**src/rtl/fifo_uart_pkg.sv**
```systemverilog
// Shared sizing constants for the UART data-path FIFO.
package fifo_uart_pkg;

    localparam int DATA_W = 8;
    localparam int DEPTH  = 16;
    localparam int ADDR_W = 4;

endpackage

```
**src/rtl/fifo_uart_mem.sv**
```systemverilog
// DEPTH x DATA_W register file: one synchronous write port, one registered read port.
module fifo_uart_mem
    import fifo_uart_pkg::*;
#(
    parameter int DW    = DATA_W,
    parameter int DEP   = DEPTH,
    parameter int AW    = ADDR_W
) (
    input  logic          clk,
    input  logic          rst,
    input  logic          wr_en,
    input  logic [AW-1:0] wr_addr,
    input  logic [DW-1:0] wr_data,
    input  logic          rd_en,
    input  logic [AW-1:0] rd_addr,
    output logic [DW-1:0] rd_data
);

    logic [DW-1:0] mem [DEP];

    // Storage is deliberately left unreset; only the output register is cleared.
    always_ff @(posedge clk) begin
        if (wr_en) begin
            mem[wr_addr] <= wr_data;
        end
    end

    always_ff @(posedge clk or negedge rst) begin
        if (!rst) begin
            rd_data <= '0;
        end else if (rd_en) begin
            rd_data <= mem[rd_addr];
        end
    end

endmodule

```
**src/rtl/fifo_uart.sv**
```systemverilog
// 16550-style 16 x 8 FIFO with full/empty flags, overrun/underrun pulses and a fill-level trigger.
module fifo_uart
    import fifo_uart_pkg::*;
#(
    parameter int DW  = DATA_W,
    parameter int DEP = DEPTH,
    parameter int AW  = ADDR_W
) (
    output logic          thres_trig,
    output logic          overrun,
    output logic          underrun,
    output logic          empty,
    output logic          full,
    output logic [DW-1:0] dout,
    input  logic [DW-1:0] din,
    input  logic [AW-1:0] thres_hold,
    input  logic          clk,
    input  logic          rst,
    input  logic          push_in,
    input  logic          pop_in,
    input  logic          en
);

    localparam int CW = AW + 1;

    logic [AW-1:0] wr_ptr;
    logic [AW-1:0] rd_ptr;
    logic [CW-1:0] count;
    logic [CW-1:0] count_next;

    logic do_push;
    logic do_pop;
    logic wr_ok;
    logic rd_ok;

    assign do_push = en & push_in;
    assign do_pop  = en & pop_in;

    assign empty = (count == '0);
    assign full  = (count == CW'(DEP));

    // A pop on a full FIFO frees a slot in the same edge, so the push is accepted too.
    assign rd_ok = do_pop & ~empty;
    assign wr_ok = do_push & (~full | rd_ok);

    assign thres_trig = (thres_hold != '0) && (count >= {1'b0, thres_hold});

    always_comb begin
        count_next = count;
        case ({wr_ok, rd_ok})
            2'b10:   count_next = count + CW'(1);
            2'b01:   count_next = count - CW'(1);
            default: count_next = count;
        endcase
    end

    always_ff @(posedge clk or negedge rst) begin
        if (!rst) begin
            wr_ptr   <= '0;
            rd_ptr   <= '0;
            count    <= '0;
            overrun  <= 1'b0;
            underrun <= 1'b0;
        end else begin
            if (wr_ok) begin
                wr_ptr <= wr_ptr + AW'(1);
            end
            if (rd_ok) begin
                rd_ptr <= rd_ptr + AW'(1);
            end
            count    <= count_next;
            overrun  <= do_push & ~wr_ok;
            underrun <= do_pop & ~rd_ok;
        end
    end

    fifo_uart_mem #(
        .DW  (DW),
        .DEP (DEP),
        .AW  (AW)
    ) u_mem (
        .clk     (clk),
        .rst     (rst),
        .wr_en   (wr_ok),
        .wr_addr (wr_ptr),
        .wr_data (din),
        .rd_en   (rd_ok),
        .rd_addr (rd_ptr),
        .rd_data (dout)
    );

endmodule

```
**config.mk**
```make
export PLATFORM = sky130hd
export DESIGN_NAME = fifo_uart
export DESIGN_NICKNAME = d
export VERILOG_FILES = /design/src/rtl/fifo_uart_pkg.sv /design/src/rtl/fifo_uart_mem.sv /design/src/rtl/fifo_uart.sv
export SDC_FILE = /design/constraint.sdc
export NUM_CORES = 1
export LEC_CHECK = 0
export CAP_MARGIN = 20
export CORE_MARGIN = 5
export CORE_UTILIZATION = 50
export DETAILED_ROUTE_END_ITERATION = 8
export GPL_ROUTABILITY_DRIVEN = 0
export GPL_TIMING_DRIVEN = 0
export PLACE_DENSITY = 0.71
export SYNTH_ARGS = -nofsm -noshare
export SYNTH_HDL_FRONTEND = slang
export SYNTH_SLANG_ARGS = --single-unit
```
**constraint.sdc**
```tcl
create_clock -name clk -period 2.5 [get_ports clk]
set_input_delay 0.5 -clock clk [delete_from_list [all_inputs] [get_ports clk]]
set_output_delay 0.5 -clock clk [all_outputs]
set_load 0.005 [all_outputs]
```
# Word-level counts from Yosys, hierarchy flattened
# Memory sizes are Yosys's and may differ from the RTL's. A register that Yosys moved wholly into a read port is not among the register bits.
# Index checks and enable logic that the tools add are counted.
# classes
add_sub_neg	4
magnitude_cmp	1
eq_ne	3
muxes	3
n_bitwise	11
n_reduce_logical	5
# ops
cell	n
$pmux W5 S2	1
$add A4 B1 Y4 const B	2
$and A1 B1 Y1	6
$add A5 B1 Y5 const B	1
$eq A5 B5 Y1 const B	1
$ge A5 B4 Y1	1
$logic_not A5 Y1	1
$sub A5 B1 Y5 const B	1
$not A1 Y1	4
$reduce_bool A4 Y1	1
$eq A2 B1 Y1 const B	1
$eq A2 B2 Y1 const B	1
$mux W1	2
$reduce_bool A2 Y1	1
$logic_and A1 B1 Y1	1
$logic_not A1 Y1	1
$or A1 B1 Y1	1
# totals
register_bits	15
mem_bits_rw	128
input_bits	17
memories	1
# mem_list
memory	words	width	read_ports	rd_clocked_by_memory_dff	wr	line_no	rtl
u_mem.mem	16	8	1	1	1	fifo_uart_mem.sv:19	logic [DW-1:0] mem [DEP];

# Longest topological paths before layout
# depth
depth_word	7
ltp_mapped	10
mapped_depth_nobuf	10

# Cells and area by module
# From an unflattened synthesis, not the netlist that was laid out.
# hier_totals
hier_cells	328
area_unflattened_um2	6288.5
# by_module_without_submodules
module	n_inst	cells_each	area_each_um2
fifo_uart_mem	1	240	5331.4
fifo_uart	1	88	957.2

# Least setup slack after synthesis
# OpenSTA, ideal clock, no wires.
# synth_timing
path_kind	register to register
startpoint	register count[1]
endpoint	register count[4]
setup_ns	0.065
t_arrival_ns	2.506
required_ns	2.435
slack_ns	-0.071
stages_incl_launch_ff	10
n_path_buf	0
path_cell_list	dfrtp_1 > or4_4 > o21bai_4 > nor2_2 > ha_1 > nor2b_1 > o21a_1 > or4_1 > a21boi_0 > o22a_1
# synth_between
elab_chain_len	7
# synth_rtl
element	line_no	rtl
start, declared	fifo_uart.sv:28	logic [CW-1:0] count;
start signal, assigned	fifo_uart.sv:71	count <= count_next;
$logic_not A5 Y1	fifo_uart.sv:39	assign empty = (count == '0);
$not A1 Y1	fifo_uart.sv:43	assign rd_ok = do_pop & ~empty;
$and A1 B1 Y1	fifo_uart.sv:43	
$or A1 B1 Y1	fifo_uart.sv:44	assign wr_ok = do_push & (~full | rd_ok);
$and A1 B1 Y1	fifo_uart.sv:44	
$eq A2 B1 Y1 / $eq A2 B2 Y1 (equally long branches)	fifo_uart.sv:50	case ({wr_ok, rd_ok})
$pmux W5 S2 / $reduce_bool A2 Y1 (equally long branches)	n/a	
# Parallel ways exist; a longest one is shown, timed or not.
# A chain may end at the register's enable or synchronous reset.

# Final worst setup path
# Ends and elaborated chain as after synthesis.

==> flow_summary.toml <==
[timing]
worstMarginPinSlew_ns = 0.728
fin_tns_setup_ns = -0.221
rsz0062_at_grt = "yes"
maxSlewHeadroom_pct = 51.3
period_share_pct = 106
finalWorstSetupSlack_ns = -0.138
hold_violations = 0
setup_viol = 2
period_needed_ns = 2.64
skew_ns = 0.00691
drv_slew = 0
max_freq_mhz = 379

[critical_path]
cp_max_fo = 5
rr_endpoint = "count[4]"
required_ns = 2.81
slowest_stage = "or4_4"
cp_top_family = "compound AO/OA/AOI/OAI gates"
cp.arrival_ns = 2.95
r2r_start = "count[1]"
max_stage_delay_ns = 0.59
cp-end-kind = "flip-flop"
path_class = "flip-flop to flip-flop"
reg2regPathDepth = 10
cp-start-kind = "flip-flop"
path_cells = "or4_4, o21bai_4, nor2_4, ha_4, nor2b_4, o21a_4, buf_6, o211ai_1, a21boi_2, o22a_1"
regToRegSetupSlack_ns = -0.14
path_buf_inv = 1

[clocking]
cts_buffers = 17
cts-root-buf = "clkbuf_16"
postCtsHoldBufs = 0
cts_htree_levels = 4
clockBufferDepth = 2
clk_latency_ns = 0.42
cts_tree = "built"
cts_num_sinks = 151
clk_pin_slew_worst_paths_ns = 0.06

[floorplan]
boundaryPins = 30
rows = 40
dieArea_mm2 = 0.0146
die_x_um = 121
initial_core_util_pct = 51.0
die_h_um = 121
core_mm2 = 0.0121

[global_routing]
grt_usage_pct = 18.7
grt_pass1_vias = 3349
grt_pass1_wl_um = 19500
grt-ovfl-total = 0
grt_antenna_before_repair = 0
grt_max_degree = 24

[synth]
synth.top_cell.area_share_pct = 62.5
synth.top_cells.by_area = "edfxtp_1, mux4_2, dfrtp_1"
syn_area_mm2 = 0.00615
yosys.area.top_type = "edfxtp_1"
synth-edff-count = 128
ys_ff_latch = 151
async_flop_share_pct = 15.2
syn_area_per_cell_um2 = 18.7
synth-main-ff-cell = "edfxtp_1"
synth.distinct_cells = 36
ys_warn_count = 0
synthesis.nets = 360
ys_seq_area_share_pct = 71.8
netlist_instances = 330

[power]
p_per_area_mw_per_mm2 = 1080
p_leak_nw = 2.61
p_total_w = 0.00815
ir_worst_vdd_mv = 0.537

[routing]
via_per_inst = 5.60
vias = 3234
ant_nets = 0
wl_per_cell_um = 21.8
firstDrtPassIters = 4
wirelength_um = 12600
drt_iter0_markers = 358
drc = 0

[finish]
fin_util_pct = 62.6
layout.nets = 428
layout_common_cells = "edfxtp_1, mux4_2, clkdlybuf4s50_1, nand2_1, dfrtp_1"
drive_above_1_share_pct = 30.0
area_growth_pct = 22.7
final_cell_count_no_fill = 578
design_area_mm2 = 0.00755
num_antenna_cells = 0
final_common_cell = "edfxtp_1"

[job]
cap_violations = 0

[place]
hpwl_um = 7880
port_buffers = 29
placed_cell_area_mm2 = 0.00670
dp_cells = 531

[status]
status = "complete, but fails checks"
violations = "setup timing"

[min_path]
holdCritPathClass = "input port to async pin"
worst max path at each step:
stage          depth (start not counted)              end     start  slack [ns]
4_1_cts                                9         count[4]  count[0]       -0.13
5_1_grt                               10         count[4]  count[1]       -0.24
6_report                              10         count[4]  count[1]       -0.14
3_3_place_gp                           5  u_mem.mem[3][7]   push_in       -1.20
3_5_place_dp                           6  u_mem.mem[0][5]   push_in       -0.94
2_1_floorplan                          9         count[4]  count[2]       -0.01
cell families (layout without fill, tap and decap cells):
group	after synthesis	in the layout	synth area share, %
AOI/OAI and AO/OA	23	23	3.35
xor gates and xnor gates	9	9	1.28
adders and majority gates	13	13	2.76
buffers and inverters	25	105	1.67
DFF	151	151	71.8
muxes	51	51	14.8
and+or+nand+nor	58	58	4.29
metrics by stage:
step / setup WS (ns) / hold slack (ns)
final: -0.138 / 0.410
after global routing: -0.237 / 0.424
after CTS: -0.130 / 0.495
after detailed placement: -0.941 / 0.482
after global placement: -1.20 / 0.473
after floorplan: -0.0119 / 0.204
report_power, final:
group,internal [W],switching [W]
combinational,0.00120,0.00130
sequential,0.00302,0.000144
clock,0.00155,0.000935
total,0.00577,0.00238
final cells by class:
class	count	area, µm²
inverters	10	37.5
multi-input cells	154	1800
fillers	851	4510
well taps	168	210
repair buffers	49	447
plain buffers	15	66.3
clock buffers	20	437
clock inverters	11	133
flip-flops and latches	151	4420
flip-flops by register name, indices dropped and copies added, names as in the netlist:
name and cells:
wr_ptr 4, count 5, u_mem.mem 128, rd_ptr 4
u_mem.rd_data 8, underrun 1, overrun 1
worst register-to-register path: cells and delay by family, from the launching register on:
family / cells / cell delay (ns)
flip-flops: 1 / 0.40
AO/OA/AOI/OAI: 5 / 0.95
adder cells (fa/ha/maj): 1 / 0.27
buffers and inverters: 1 / 0.11
AND/OR/NAND/NOR: 3 / 0.80
Yosys cell counts (3+ instances only):
| library cell | number |
|---|---|
| edfxtp_1 | 128 |
| mux4_2 | 32 |
| nand2_1 | 24 |
| dfrtp_1 | 23 |
| mux2i_1 | 17 |
| nor2_1 | 15 |
| ha_1 | 12 |
| inv_1 | 10 |
| xnor2_1 | 9 |
| o221ai_1 | 8 |
| buf_2 | 7 |
| nor3_1 | 6 |
| clkbuf_1 | 5 |
| a21oi_1 | 3 |
| buf_1 | 3 |
| nand2b_1 | 3 |
routing by layer:
layer / GRT usage, % / share of wire, %
met1: 25.0 / 39
met2: 29.0 / 50
met3: 6.11 / 9.3
met4: 6.37 / 1.8
met5: 0 / 0
what timing repair did:
item                       CTS  global route
pin swaps                    6             9
gates resized for setup     29            20
buffers inserted             8             7
setup endpoints to repair  132            43
Note: power is estimated with default switching activity, not from simulation.
==> RTL change (same settings) <==
Make the reset (`rst`) synchronous in 2 clocked blocks.
--- a/src/rtl/fifo_uart_mem.sv
+++ b/src/rtl/fifo_uart_mem.sv
@@ -27,3 +27,3 @@
 
-    always_ff @(posedge clk or negedge rst) begin
+    always_ff @(posedge clk) begin
         if (!rst) begin
--- a/src/rtl/fifo_uart.sv
+++ b/src/rtl/fifo_uart.sv
@@ -56,3 +56,3 @@
 
-    always_ff @(posedge clk or negedge rst) begin
+    always_ff @(posedge clk) begin
         if (!rst) begin
Formal check against the unedited RTL: differs if rst is asserted again (counterexample within 4 cycles, from zero or initial values and one cycle with rst low); with rst held inactive, the same outputs for 10 cycles.
==> RTL change against the original RTL <==
  * Global-route usage shrank 0.75 points
  * Worst setup slack gained 160 ps
  * Final area is 3.3% lower
  * Worst hold slack improved by 130 ps
  * Sequential share of layout area rose by 0.48 points
  * Wire length decreased by 2.8%
  * Count of clock-buffer cells in the layout fell by 2
  * Largest cell class unchanged
  * Critical path depth is 1 lower
  * Area after synthesis is 0.81% lower
  * Sequential cell count stayed put
Power is not compared: it rests on default switching activity, and its combinational part moved more than twofold at a synthesized area within 25%.
==> RTL change: results (changes against the original RTL) <==
- Outcome: finished, final reports clean
- Largest net degree at the start of global routing: 17 (-29%)
- First-pass GRT wire length: 19.29 mm (-1.1%)
- Async set-reset flop share out of synthesis: 0% (-15 points)
- Share of layout cells above drive strength 1: 18.90% (-11 points)
- Avg Vias per Cell: 5.846 (+4.5%)
- Register area: 4309 sq um (-2.5%)
- 1st-iter DRT viols: 318 (-11%)
- Non-Filler Instances: 602 (+4.2%)
- Multi-input comb cells: 205 (+33%)
- Non-clk invs: 11 (+1)
- Dpl cell area: 6609 sq um (-1.4%)
- Reg-to-Reg Start: count[2]
- Core area: 12010 sq um (-0.42%)
- Multi-input gate area: 1787 sq um (-0.70%)
- Post-Synthesis Net Count: 418 (+16%)
- HPWL after detailed placement: 8.064 mm (+2.3%)
- Max_slew headroom: 42.93% (-8.4 points)
- Critical path fanouts, max: 10 (+5)
- Hold Path Class: in -> reg
- Hold Slack: 535.1 ps (+125.0 ps)
- Clock root buffer master: clkbuf_16
- Total GRT Usage: 17.93% (-0.75 points)
- Non-CTS buffers: 56 (-13%)
- CLK BUF: 18 (-10%)
- Syn_area_per_cell: 15.73 sq um (-16%)
- Layout non-clock buf frac: 5.760% (-1.0 points)
- Max clock buf depth: 2 (unchanged)
- Routed wire per std cell: 20.33 um (-6.7%)
- DRT Pass-1 Iters: 5 (+1)
- Most frequent cells after synthesis: edfxtp_1, nor2_1, mux2i_1
- NumNets Final: 472 (+10%)
- Post-Place Cells: 568 (+7.0%)
- Post-synth top area share: 62.96% (+0.51 points)
- Reg2Reg Capture Point: count[4]
-- RTL change: cells by family (layout without fill, tap and decap cells) --
logic type | count (synthesis) | after routing | share of synthesized area, %
XOR/XNOR | 9 | 9 | 1.291
adder cells (fa/ha/maj) | 13 | 13 | 2.787
multiplexers | 51 | 51 | 11.64
AND/OR/NAND/NOR | 78 | 78 | 5.965
buffers and inverters | 32 | 99 | 2.009
AO/OA/AOI/OAI | 54 | 54 | 5.801
flip-flops | 151 | 151 | 70.51
-- RTL change: worst max path at each step --
stage / depth (start not counted) / to / from / slack (ps)
final: 9 / count[4] / count[2] / 20
after global routing: 10 / count[4] / count[0] / -110
after CTS: 6 / u_mem.mem[2][7] / push_in / 10
after detailed placement: 6 / u_mem.mem[3][0] / push_in / -920
after global placement: 5 / u_mem.mem[3][0] / push_in / -1030
after floorplan: 10 / count[4] / count[0] / 60
-- RTL change: critical path, cell delays in order (launching register included) --
cell       delay (ps)
dfxtp_1           460
nor4_4             90
a21oi_2           170
clkbuf_8          180
nand2_1            90
fa_1              410
nand2b_1          170
o2bb2ai_2         160
or4b_1            520
a31oi_1           130
-- RTL change: per-layer routing --
| metal | track usage [%] | vias to the layer above | wire length [um] |
|---|---|---|---|
| met3 | 3.508 | 27 | 669 |
| met1 | 24.38 | 1750 | 5329 |
| li1 | - | 1615 | - |
| met2 | 28.22 | 127 | 5932 |
| met4 | 7.932 | 0 | 310 |
| met5 | 0 | - | 0 |
-- RTL change: what timing repair did --
action,4_1_cts,5_1_grt
buffers inserted,2,0
pin swaps,2,1
endpoints found under the setup margin,133,73
resized for setup,36,6
